File: src/rtl/inst_rom_arbiter_pkg.sv
// -----------------------------------------------------------------------------
// inst_rom_arbiter_pkg
// Shared constants and types for the instruction-ROM read-port arbiter:
//   ZERO_WORD / CHIP_ENABLE / CHIP_DISABLE : bus idle values
//   INST_MEM_NUM      : number of 32-bit words in inst_rom
//   ROM_ARB_MAX_WAIT  : default starvation limit (cycles a loser may wait)
//   rom_owner_e       : identity of the port that last won the ROM
//   rom_addr_bad()    : misaligned / out-of-range byte address check
// -----------------------------------------------------------------------------
package inst_rom_arbiter_pkg;

    localparam logic [31:0] ZERO_WORD    = 32'h0000_0000;
    localparam logic        CHIP_ENABLE  = 1'b1;
    localparam logic        CHIP_DISABLE = 1'b0;

    localparam int unsigned INST_MEM_NUM     = 1024;
    localparam int unsigned ROM_ARB_MAX_WAIT = 4;

    typedef enum logic {
        ROM_OWNER_IF  = 1'b0,
        ROM_OWNER_MEM = 1'b1
    } rom_owner_e;

    // A word fetch must be 4-byte aligned and lie inside the ROM.
    function automatic logic rom_addr_bad(input logic [31:0] addr,
                                          input logic [31:0] rom_bytes);
        return (addr[1:0] != 2'b00) || (addr >= rom_bytes);
    endfunction

endpackage

File: src/rtl/rom_arb_pick.sv
// -----------------------------------------------------------------------------
// rom_arb_pick
// Combinational winner select for the shared ROM read port.
//   if_req_i / mem_req_i   : pending requests
//   if_sat_i / mem_sat_i   : requester has waited MAX_WAIT cycles
//   last_owner_i           : previous winner (only with ROM_ARB_FAIR_EN)
//   if_gnt_o / mem_gnt_o   : one-hot grant (or none when idle)
// Tie policy: ROM_ARB_FAIR_EN defined -> round-robin on last_owner_i,
//             undefined -> MEM has priority over IF.
// -----------------------------------------------------------------------------
module rom_arb_pick
    import inst_rom_arbiter_pkg::*;
(
    input  logic if_req_i,
    input  logic mem_req_i,
    input  logic if_sat_i,
    input  logic mem_sat_i,
`ifdef ROM_ARB_FAIR_EN
    input  logic last_owner_i,
`endif
    output logic if_gnt_o,
    output logic mem_gnt_o
);

    always_comb begin
        if_gnt_o  = 1'b0;
        mem_gnt_o = 1'b0;
        if (if_req_i && mem_req_i) begin
            // A starved requester overrides the tie policy; if both are
            // somehow saturated the normal policy decides.
            if (if_sat_i && !mem_sat_i) begin
                if_gnt_o = 1'b1;
            end else if (mem_sat_i && !if_sat_i) begin
                mem_gnt_o = 1'b1;
            end else begin
`ifdef ROM_ARB_FAIR_EN
                if (last_owner_i == ROM_OWNER_MEM) begin
                    if_gnt_o = 1'b1;
                end else begin
                    mem_gnt_o = 1'b1;
                end
`else
                // Drain the load stall first.
                mem_gnt_o = 1'b1;
`endif
            end
        end else begin
            if_gnt_o  = if_req_i;
            mem_gnt_o = mem_req_i;
        end
    end

endmodule

File: src/rtl/inst_rom_arbiter.sv
// -----------------------------------------------------------------------------
// inst_rom_arbiter
// Shares the single combinational read port of inst_rom between the IF-stage
// fetch port and the MEM-stage constant-load port. One grant per cycle, the
// ROM data is captured into a response register (1-cycle read latency).
// Optional macro: ROM_ARB_FAIR_EN (round-robin ties; default MEM-priority).
// Ports:
//   clk, rst (async, active-low)
//   if_req/if_addr/if_flush  -> if_gnt (comb), if_rvalid/if_inst (registered)
//   mem_req/mem_addr         -> mem_gnt (comb), mem_rvalid/mem_rdata (registered)
//   rsp_err                  : registered, response in flight had a bad address
//   rom_ce/rom_addr -> inst_rom, rom_inst <- inst_rom (same cycle)
// -----------------------------------------------------------------------------
module inst_rom_arbiter
    import inst_rom_arbiter_pkg::*;
#(
    parameter int unsigned MAX_WAIT  = ROM_ARB_MAX_WAIT,
    parameter int unsigned ROM_BYTES = INST_MEM_NUM * 4
) (
    input  logic        clk,
    input  logic        rst,
    input  logic        if_req,
    input  logic [31:0] if_addr,
    input  logic        if_flush,
    output logic        if_gnt,
    output logic        if_rvalid,
    output logic [31:0] if_inst,
    input  logic        mem_req,
    input  logic [31:0] mem_addr,
    output logic        mem_gnt,
    output logic        mem_rvalid,
    output logic [31:0] mem_rdata,
    output logic        rsp_err,
    output logic        rom_ce,
    output logic [31:0] rom_addr,
    input  logic [31:0] rom_inst
);

    localparam int                WAIT_W     = $clog2(MAX_WAIT + 1);
    localparam logic [WAIT_W-1:0] MAX_WAIT_C = WAIT_W'(MAX_WAIT);
    localparam logic [31:0]       ROM_BYTES_C = 32'(ROM_BYTES);

    // Port index 0 = IF, 1 = MEM.
    logic [1:0] req_vec;
    logic [1:0] gnt_vec;
    logic [1:0] sat_vec;

    assign req_vec = {mem_req, if_req};
    assign gnt_vec = {mem_gnt, if_gnt};

    // Per-port starvation counters.
    genvar gi;
    generate
        for (gi = 0; gi < 2; gi++) begin : g_wait
            logic [WAIT_W-1:0] wait_q;
            logic [WAIT_W-1:0] wait_d;

            always_comb begin
                wait_d = '0;
                if (req_vec[gi] && !gnt_vec[gi]) begin
                    wait_d = (wait_q == MAX_WAIT_C) ? wait_q : wait_q + 1'b1;
                end
            end

            always_ff @(posedge clk or negedge rst) begin
                if (!rst) begin
                    wait_q <= '0;
                end else begin
                    wait_q <= wait_d;
                end
            end

            assign sat_vec[gi] = (wait_q == MAX_WAIT_C);
        end
    endgenerate

`ifdef ROM_ARB_FAIR_EN
    rom_owner_e last_owner_q;

    // Reset to MEM so the first tie goes to IF.
    always_ff @(posedge clk or negedge rst) begin
        if (!rst) begin
            last_owner_q <= ROM_OWNER_MEM;
        end else if (if_gnt) begin
            last_owner_q <= ROM_OWNER_IF;
        end else if (mem_gnt) begin
            last_owner_q <= ROM_OWNER_MEM;
        end
    end
`endif

    rom_arb_pick u_pick (
        .if_req_i     (if_req),
        .mem_req_i    (mem_req),
        .if_sat_i     (sat_vec[0]),
        .mem_sat_i    (sat_vec[1]),
`ifdef ROM_ARB_FAIR_EN
        .last_owner_i (last_owner_q),
`endif
        .if_gnt_o     (if_gnt),
        .mem_gnt_o    (mem_gnt)
    );

    logic        gnt_any;
    logic [31:0] win_addr;
    logic        addr_err;
    logic [31:0] rsp_data;
    logic        if_rsp;

    assign gnt_any  = if_gnt | mem_gnt;
    assign win_addr = mem_gnt ? mem_addr : if_addr;
    assign addr_err = gnt_any && rom_addr_bad(win_addr, ROM_BYTES_C);
    // A bad address is still granted (so the requester unblocks) but the
    // ROM is never enabled and the returned word is forced to zero.
    assign rom_ce   = (gnt_any && !addr_err) ? CHIP_ENABLE : CHIP_DISABLE;
    assign rom_addr = gnt_any ? win_addr : ZERO_WORD;
    assign rsp_data = addr_err ? ZERO_WORD : rom_inst;
    // A flushed fetch consumes its grant but produces no response.
    assign if_rsp   = if_gnt && !if_flush;

    logic        if_rvalid_q;
    logic        mem_rvalid_q;
    logic        rsp_err_q;
    logic [31:0] if_inst_q;
    logic [31:0] mem_rdata_q;

    always_ff @(posedge clk or negedge rst) begin
        if (!rst) begin
            if_rvalid_q  <= 1'b0;
            mem_rvalid_q <= 1'b0;
            rsp_err_q    <= 1'b0;
            if_inst_q    <= ZERO_WORD;
            mem_rdata_q  <= ZERO_WORD;
        end else begin
            if_rvalid_q  <= if_rsp;
            mem_rvalid_q <= mem_gnt;
            rsp_err_q    <= addr_err && (mem_gnt || if_rsp);
            if (if_rsp) begin
                if_inst_q <= rsp_data;
            end
            if (mem_gnt) begin
                mem_rdata_q <= rsp_data;
            end
        end
    end

    assign if_rvalid  = if_rvalid_q;
    assign mem_rvalid = mem_rvalid_q;
    assign rsp_err    = rsp_err_q;
    assign if_inst    = if_inst_q;
    assign mem_rdata  = mem_rdata_q;

endmodule

File: config.mk
export PLATFORM = sky130hd
export DESIGN_NAME = inst_rom_arbiter
export DESIGN_NICKNAME = d
export VERILOG_FILES = /design/src/rtl/inst_rom_arbiter_pkg.sv /design/src/rtl/rom_arb_pick.sv /design/src/rtl/inst_rom_arbiter.sv
export SDC_FILE = /design/constraint.sdc
export NUM_CORES = 1
export LEC_CHECK = 0
export BUFFER_PORTS_ARGS = -buffer_cell sky130_fd_sc_hd__buf_2
export CORE_UTILIZATION = 45
export CTS_CLUSTER_SIZE = 8
export DETAILED_ROUTE_END_ITERATION = 8
export GPL_ROUTABILITY_DRIVEN = 0
export PLACE_DENSITY = 0.92
export REMOVE_ABC_BUFFERS = 1
export SLEW_MARGIN = 5
export SYNTH_ARGS = -nofsm -noshare
export SYNTH_HDL_FRONTEND = slang
export SYNTH_SLANG_ARGS = --single-unit
File: constraint.sdc
create_clock -name clk -period 6.15 [get_ports clk]
set_input_delay 1.23 -clock clk [delete_from_list [all_inputs] [get_ports clk]]
set_output_delay 1.23 -clock clk [all_outputs]
set_load 0.01 [all_outputs]
==> results of run 1 <==
path summary, 6_finish.rpt:
kind,end,depth (start not counted)
min in group asynchronous,if_inst[8]$_DFFE_PN0P_,1
setup / recovery,rom_addr[25],7
setup reg to reg,if_inst[2]$_DFFE_PN0P_,6
max in group asynchronous,if_inst[13]$_DFFE_PN0P_,1
hold / removal,g_wait[1].wait_q[0]$_DFFE_PN0P_,1
hold reg to reg,g_wait[1].wait_q[0]$_DFFE_PN0P_,1
placed cells by master, fill, tap and decap left out, drive strengths merged:
cell,Yosys,layout
or2,1,1
inv,7,7
nand3,2,2
and3,1,1
nor2,8,8
a22o,1,1
o21ai,35,35
a21oi,35,35
dfrtp,73,73
clkinv,0,3
a22oi,1,1
or4,3,3
bufinv,0,1
nand4,33,33
buf,14,207
nor3,2,2
nor2b,1,1
and2,1,1
nand2,134,134
nor4,8,8
and4,1,1
ha,4,4
o2bb2ai,32,32
xnor2,1,1
clkbuf,22,11
or3,2,2
cells by family (layout without fill, tap and decap cells):
group / count (synthesis) / in the layout / share of synthesized area (%)
and+or+nand+nor: 197 / 197 / 24.0
adders and majority gates: 4 / 4 / 1.33
buffers and inverters: 43 / 229 / 5.69
DFF: 73 / 73 / 48.6
AOI/OAI and AO/OA: 104 / 104 / 20.2
xor gates and xnor gates: 1 / 1 / 0.233
flip-flops by register name, indices dropped and copies added, names as in the netlist:
name           count
if_rvalid          1
g_wait.wait_q      6
mem_rvalid         1
mem_rdata         32
if_inst           32
rsp_err            1
area by class of cell:
class,instances,share of cell area [%]
sequential,73,36.9
multi-input combinational,306,35.2
timing repair buffer,207,21.2
clock buffer,11,2.65
tap,102,2.58
clock inverter,4,0.910
inverter,7,0.531
per-stage QoR:
stage	utilization (%)	hold WS, ns	cells	instance area [sq um]	setup WS, ns
2_1_floorplan	-	0.430	386	3570	-0.724
3_3_place_gp	60.5	0.444	695	4770	1.81
3_5_place_dp	60.5	0.465	695	4770	1.71
4_1_cts	62.8	0.475	710	4950	1.70
5_1_grt	62.8	0.500	710	4950	1.48
6_report	62.8	0.469	710	4950	1.73
where the power goes:
| part | total, mW | internal (mW) | switching [mW] |
|---|---|---|---|
| logic | 0.148 | 0.0534 | 0.0948 |
| registers | 0.483 | 0.481 | 0.00108 |
| clock network | 0.349 | 0.184 | 0.166 |
| total | 0.980 | 0.718 | 0.262 |
metal layers:
metal	vias up	global-route usage, %	part of all wire [%]
met5	-	0	0
met1	1883	33.6	38
li1	1852	-	-
met2	222	47.3	51
met4	0	14.9	4.0
met3	42	7.15	7.5
==> summary.txt, run 1 <==
register area = 1830 sq um
path type of the worst setup path = in2out
fraction of layout cells with a size suffix above 1 = 42.9%
Final Total Pwr = 0.980 mW
status = finished, final reports clean
via count = 3999
worst clock skew = 0.00350 ns
Initial Utilization = 47.7%
pwr dens = 198 nW/um^2
EDFF count, synth = 0
largest net degree at the start of global routing = 74
leak pwr = 2.59 nW
maxcap violations = 0
vias per cell = 5.63
CORE AREA = 7890 sq um
Area growth syn-to-layout = 31.6%
top cells by count, synth = 134 x nand2_1, 73 x dfrtp_1, 35 x a21oi_1
dominant cells by area after synthesis = dfrtp_1 49%, nand2_1 13%, o2bb2ai_1 7.4%, o21ai_2 7.0%, nand4_1 5.5%
Slew headroom = 17.0%
Post-synth top flop = dfrtp_1
WL final = 12.1 mm
Post-CTS Setup Bufs = 0
Routed WL per cell = 17.0 um
post-DP HPWL = 8.65 mm
crit-path most repeated cell = buf_2
Hold Crit Start = g_wait[1].wait_q[0]$_DFFE_PN0P_
first-pass GRT wire length = 19.1 mm
share of the synthesized area in the top cell type = 48.6%
count leader, synth = nand2_1
#FFs+latches synth = 73
final layout net count = 709
synthesized area = 3760 sq um
crit path from = if_req
total gr overflow = 0
cts bufs inserted = 9
period utilisation layout = 71.9%
worst-path cell chain = buf_2, nand3_1, o21ai_4, inv_2, nand2_1, a21oi_1, buf_2
Post-CTS Resized = 0
final hold vios = 0
Synth area leader = dfrtp_1
Worst-path clk slew = 0.07 ns
CTS max path bufs = 2
First DRT Iteration DRCs = 309
crit-path leading delay family = buffers and inverters
initial antenna violation count = 0
CTS tree = built
maximum VDD drop = 139 uV
# rows = 32
Max Freq = 0.226 GHz
Die Y-Extent = 93.4 um
worst min path class = reg2reg
Clock Latency Late Sink = 0.33 ns
syn avg cell area = 8.92 sq um
fraction of registers with async set/reset = 100%
vias in the first global route = 3849
number of buffers added on ports = 202
synth unique cells = 31
Synth Instances = 422
Worst-Margin Slew = 1.24 ns
clock root buffer = clkbuf_8
Setup TNS = 0 ns
Largest stage delay, worst path = 0.58 ns
synth warn = 0
Data arrival, critical path = 3.19 ns
worst reg2reg startpoint = g_wait[0].wait_q[0]$_DFFE_PN0P_
# fillers = 642
I/O pins = 203
area of the multi-input gates = 1740 sq um
endpoints failing setup = 0
Sink Count = 73
Chip Width = 93.4 um
WP buf/inv = 3
R2R Setup Slk = 3.35 ns
fin crit period = 4.42 ns
Critical Path Sink Type = output pin
Worst Setup Start Kind = input pin
H-tree levels = 3
GRT Util Overall = 28.3%
CP max-delay cell = o21ai_4
hold buffer count at cts = 0
Slew Limit Fails = 0
Die Area = 8730 sq um
remaining antenna violation count = 0
Worst EP required = 4.92 ns
DR pass1 iterations = 5
ANT cells = 0
Crit Path Max Fanout = 50
DRC violations left = 0
RSZ-0062 raised after global routing = no
Seq/Total Area, Yosys = 48.6%
No activity file was read; power rests on OpenSTA's default activity.
==> run 2: changes to the inputs <==
- CORE_UTILIZATION: 45 -> 41
- PLACE_DENSITY: 0.92 -> 0.89
- clock period: 6.15 -> 3.7 ns (I/O delays scaled with it)
==> summary.txt, run 2 (synthesis results as in run 1) <==
status = complete, but fails checks
failing checks = DRC
Worst Setup Start Kind = register
WL final = 11.9 mm (-1.9%)
worst clock skew = 0.00726 ns (+0.00376 ns)
final hold vios = 0 (unchanged)
Critical Path Sink Type = output pin
remaining antenna violation count = 0 (unchanged)
post-DP HPWL = 8.41 mm (-2.8%)
first-pass GRT wire length = 19.0 mm (-0.72%)
ANT cells = 0 (unchanged)
Die Area = 9560 sq um (+9.6%)
CTS tree = built
fraction of layout cells with a size suffix above 1 = 43.8% (+0.88 points)
M1 GR Usage = 29.7% (-3.9 points)
CORE AREA = 8810 sq um (+12%)
Largest stage delay, worst path = 0.55 ns (-0.03 ns)
# rows = 34 (+6.3%)
Crit Path Max Fanout = 30 (-40%)
vias in the first global route = 3957 (+2.8%)
clock root buffer = clkbuf_8
Place WS = 0.788 ns (-0.921 ns)
commonest non-fill, non-tap cell in the layout = buf_2
largest net degree at the start of global routing = 74 (unchanged)
RSZ-0062 raised after global routing = no
pwr dens = 349 nW/um^2 (+76%)
Slew headroom = 38.4% (+21 points)
worst-path cell chain = inv_1, ha_1, and2_1, o21ai_4, buf_4, or4_1, a21oi_1, buf_2
period utilisation layout = 84.1%
Die Y-Extent = 97.8 um (+4.7%)
Setup TNS = 0 ns (unchanged)
Initial Utilization = 42.7% (-5.0 points)
Slew Limit Fails = 0 (unchanged)
dpl cells = 706 (+1.6%)
gr busiest metal = met2
fin cells = 722 (+1.7%)
total gr overflow = 0 (unchanged)
area of the multi-input gates = 1740 sq um (unchanged)
Worst-Margin Slew = 0.924 ns (-0.320 ns)
GRT Util Overall = 24.9% (-3.4 points)
most frequent cells in the layout = 201 x buf_2, 134 x nand2_1, 73 x dfrtp_1, 35 x a21oi_1, 33 x nand4_1
Setup WS post-layout = 0.589 ns (-1.14 ns)
Post-CTS Resized = 0 (unchanged)
# fillers = 776 (+21%)
Data arrival, critical path = 2.37 ns (-0.82 ns)
leak pwr = 2.63 nW (+1.8%)
initial antenna violation count = 0 (unchanged)
register area = 1830 sq um (unchanged)
fin crit period = 3.11 ns
Area growth syn-to-layout = 34.2%
endpoints failing setup = 0 (unchanged)
Final Total Pwr = 1.76 mW (+80%)
met3 Resource Use GR = 4.22% (-2.9 points)
Sink Count = 73 (unchanged)
routing usage on met2 = 44.0% (-3.3 points)
final layout net count = 714 (+0.71%)
Max Freq = 0.321 GHz
Clock Latency Late Sink = 0.34 ns (about the same)
CTS max path bufs = 2 (unchanged)
Worst-path clk slew = 0.07 ns (about the same)
H-tree levels = 3 (unchanged)
hold buffer count at cts = 0 (unchanged)
maxcap violations = 0 (unchanged)
Post-CTS Setup Bufs = 0 (unchanged)
worst hold slack = 0.470 ns (+0.000783 ns)
DRC violations left = 36 (+36)
DR pass1 iterations = 6 (+1)
maximum VDD drop = 156 uV (+12%)
worst min path class = reg2reg
via count = 3959 (-1.0%)
Worst EP required = 2.96 ns (-1.96 ns)
Routed WL per cell = 16.4 um (-3.5%)
First DRT Iteration DRCs = 218 (-29%)
path type of the worst setup path = reg2out
cts bufs inserted = 9 (unchanged)
I/O pins = 203 (unchanged)
Chip Width = 97.8 um (+4.7%)
CP max-delay cell = or4_1
vias per cell = 5.48 (-2.6%)
number of buffers added on ports = 202 (unchanged)
-- run 2: layout make-up --
cell class | count | share of cell area, %
tap | 108 | 2.68
inverter | 7 | 0.521
multi-input combinational | 306 | 34.5
clock buffer | 11 | 3.00
timing repair buffer | 212 | 21.6
clock inverter | 5 | 1.54
sequential | 73 | 36.2
-- run 2: worst max-delay path, delay by kind of cell (launching register included) --
kind / cells / cell delay [ns]
and+or+nand+nor: 2 / 0.78
adders and majority gates: 1 / 0.13
AOI/OAI and AO/OA: 2 / 0.25
DFF: 1 / 0.40
buffers and inverters: 3 / 0.47
-- run 2: routing by layer --
layer | share of wire, % | routed length [um]
met5 | 0 | 0
met4 | 2.8 | 326
met3 | 6.7 | 798
met2 | 50 | 5980
met1 | 40 | 4750
-- run 2: through the flow --
step,cell area [sq um],utilization (%)
after floorplan,3570,-
after global placement,4820,54.7
after detailed placement,4820,54.7
after CTS,5050,57.3
after global routing,5050,57.3
final,5050,57.3
-- run 2: worst paths after layout --
path	depth (start not counted)	slack, ns	endpoint	from
worst max-delay path	8	0.59	rom_ce	g_wait[1].wait_q[0]$_DFFE_PN0P_
worst min-delay path	1	0.47	g_wait[1].wait_q[0]$_DFFE_PN0P_	g_wait[1].wait_q[0]$_DFFE_PN0P_
worst max register to register	8	1.45	if_inst[12]$_DFFE_PN0P_	g_wait[0].wait_q[0]$_DFFE_PN0P_
worst min register to register	1	0.47	g_wait[1].wait_q[0]$_DFFE_PN0P_	g_wait[1].wait_q[0]$_DFFE_PN0P_
max in group asynchronous	1	2.56	if_inst[11]$_DFFE_PN0P_	rst
min in group asynchronous	1	0.54	if_inst[25]$_DFFE_PN0P_	rst
-- run 2: power breakdown --
| part | leakage [nW] | switching (mW) | total (mW) | internal [mW] |
|---|---|---|---|---|
| combinational | 1.51 | 0.157 | 0.248 | 0.0912 |
| sequential | 1.01 | 0.00166 | 0.802 | 0.800 |
| clock | 0.115 | 0.299 | 0.713 | 0.415 |
| total | 2.63 | 0.457 | 1.76 | 1.31 |
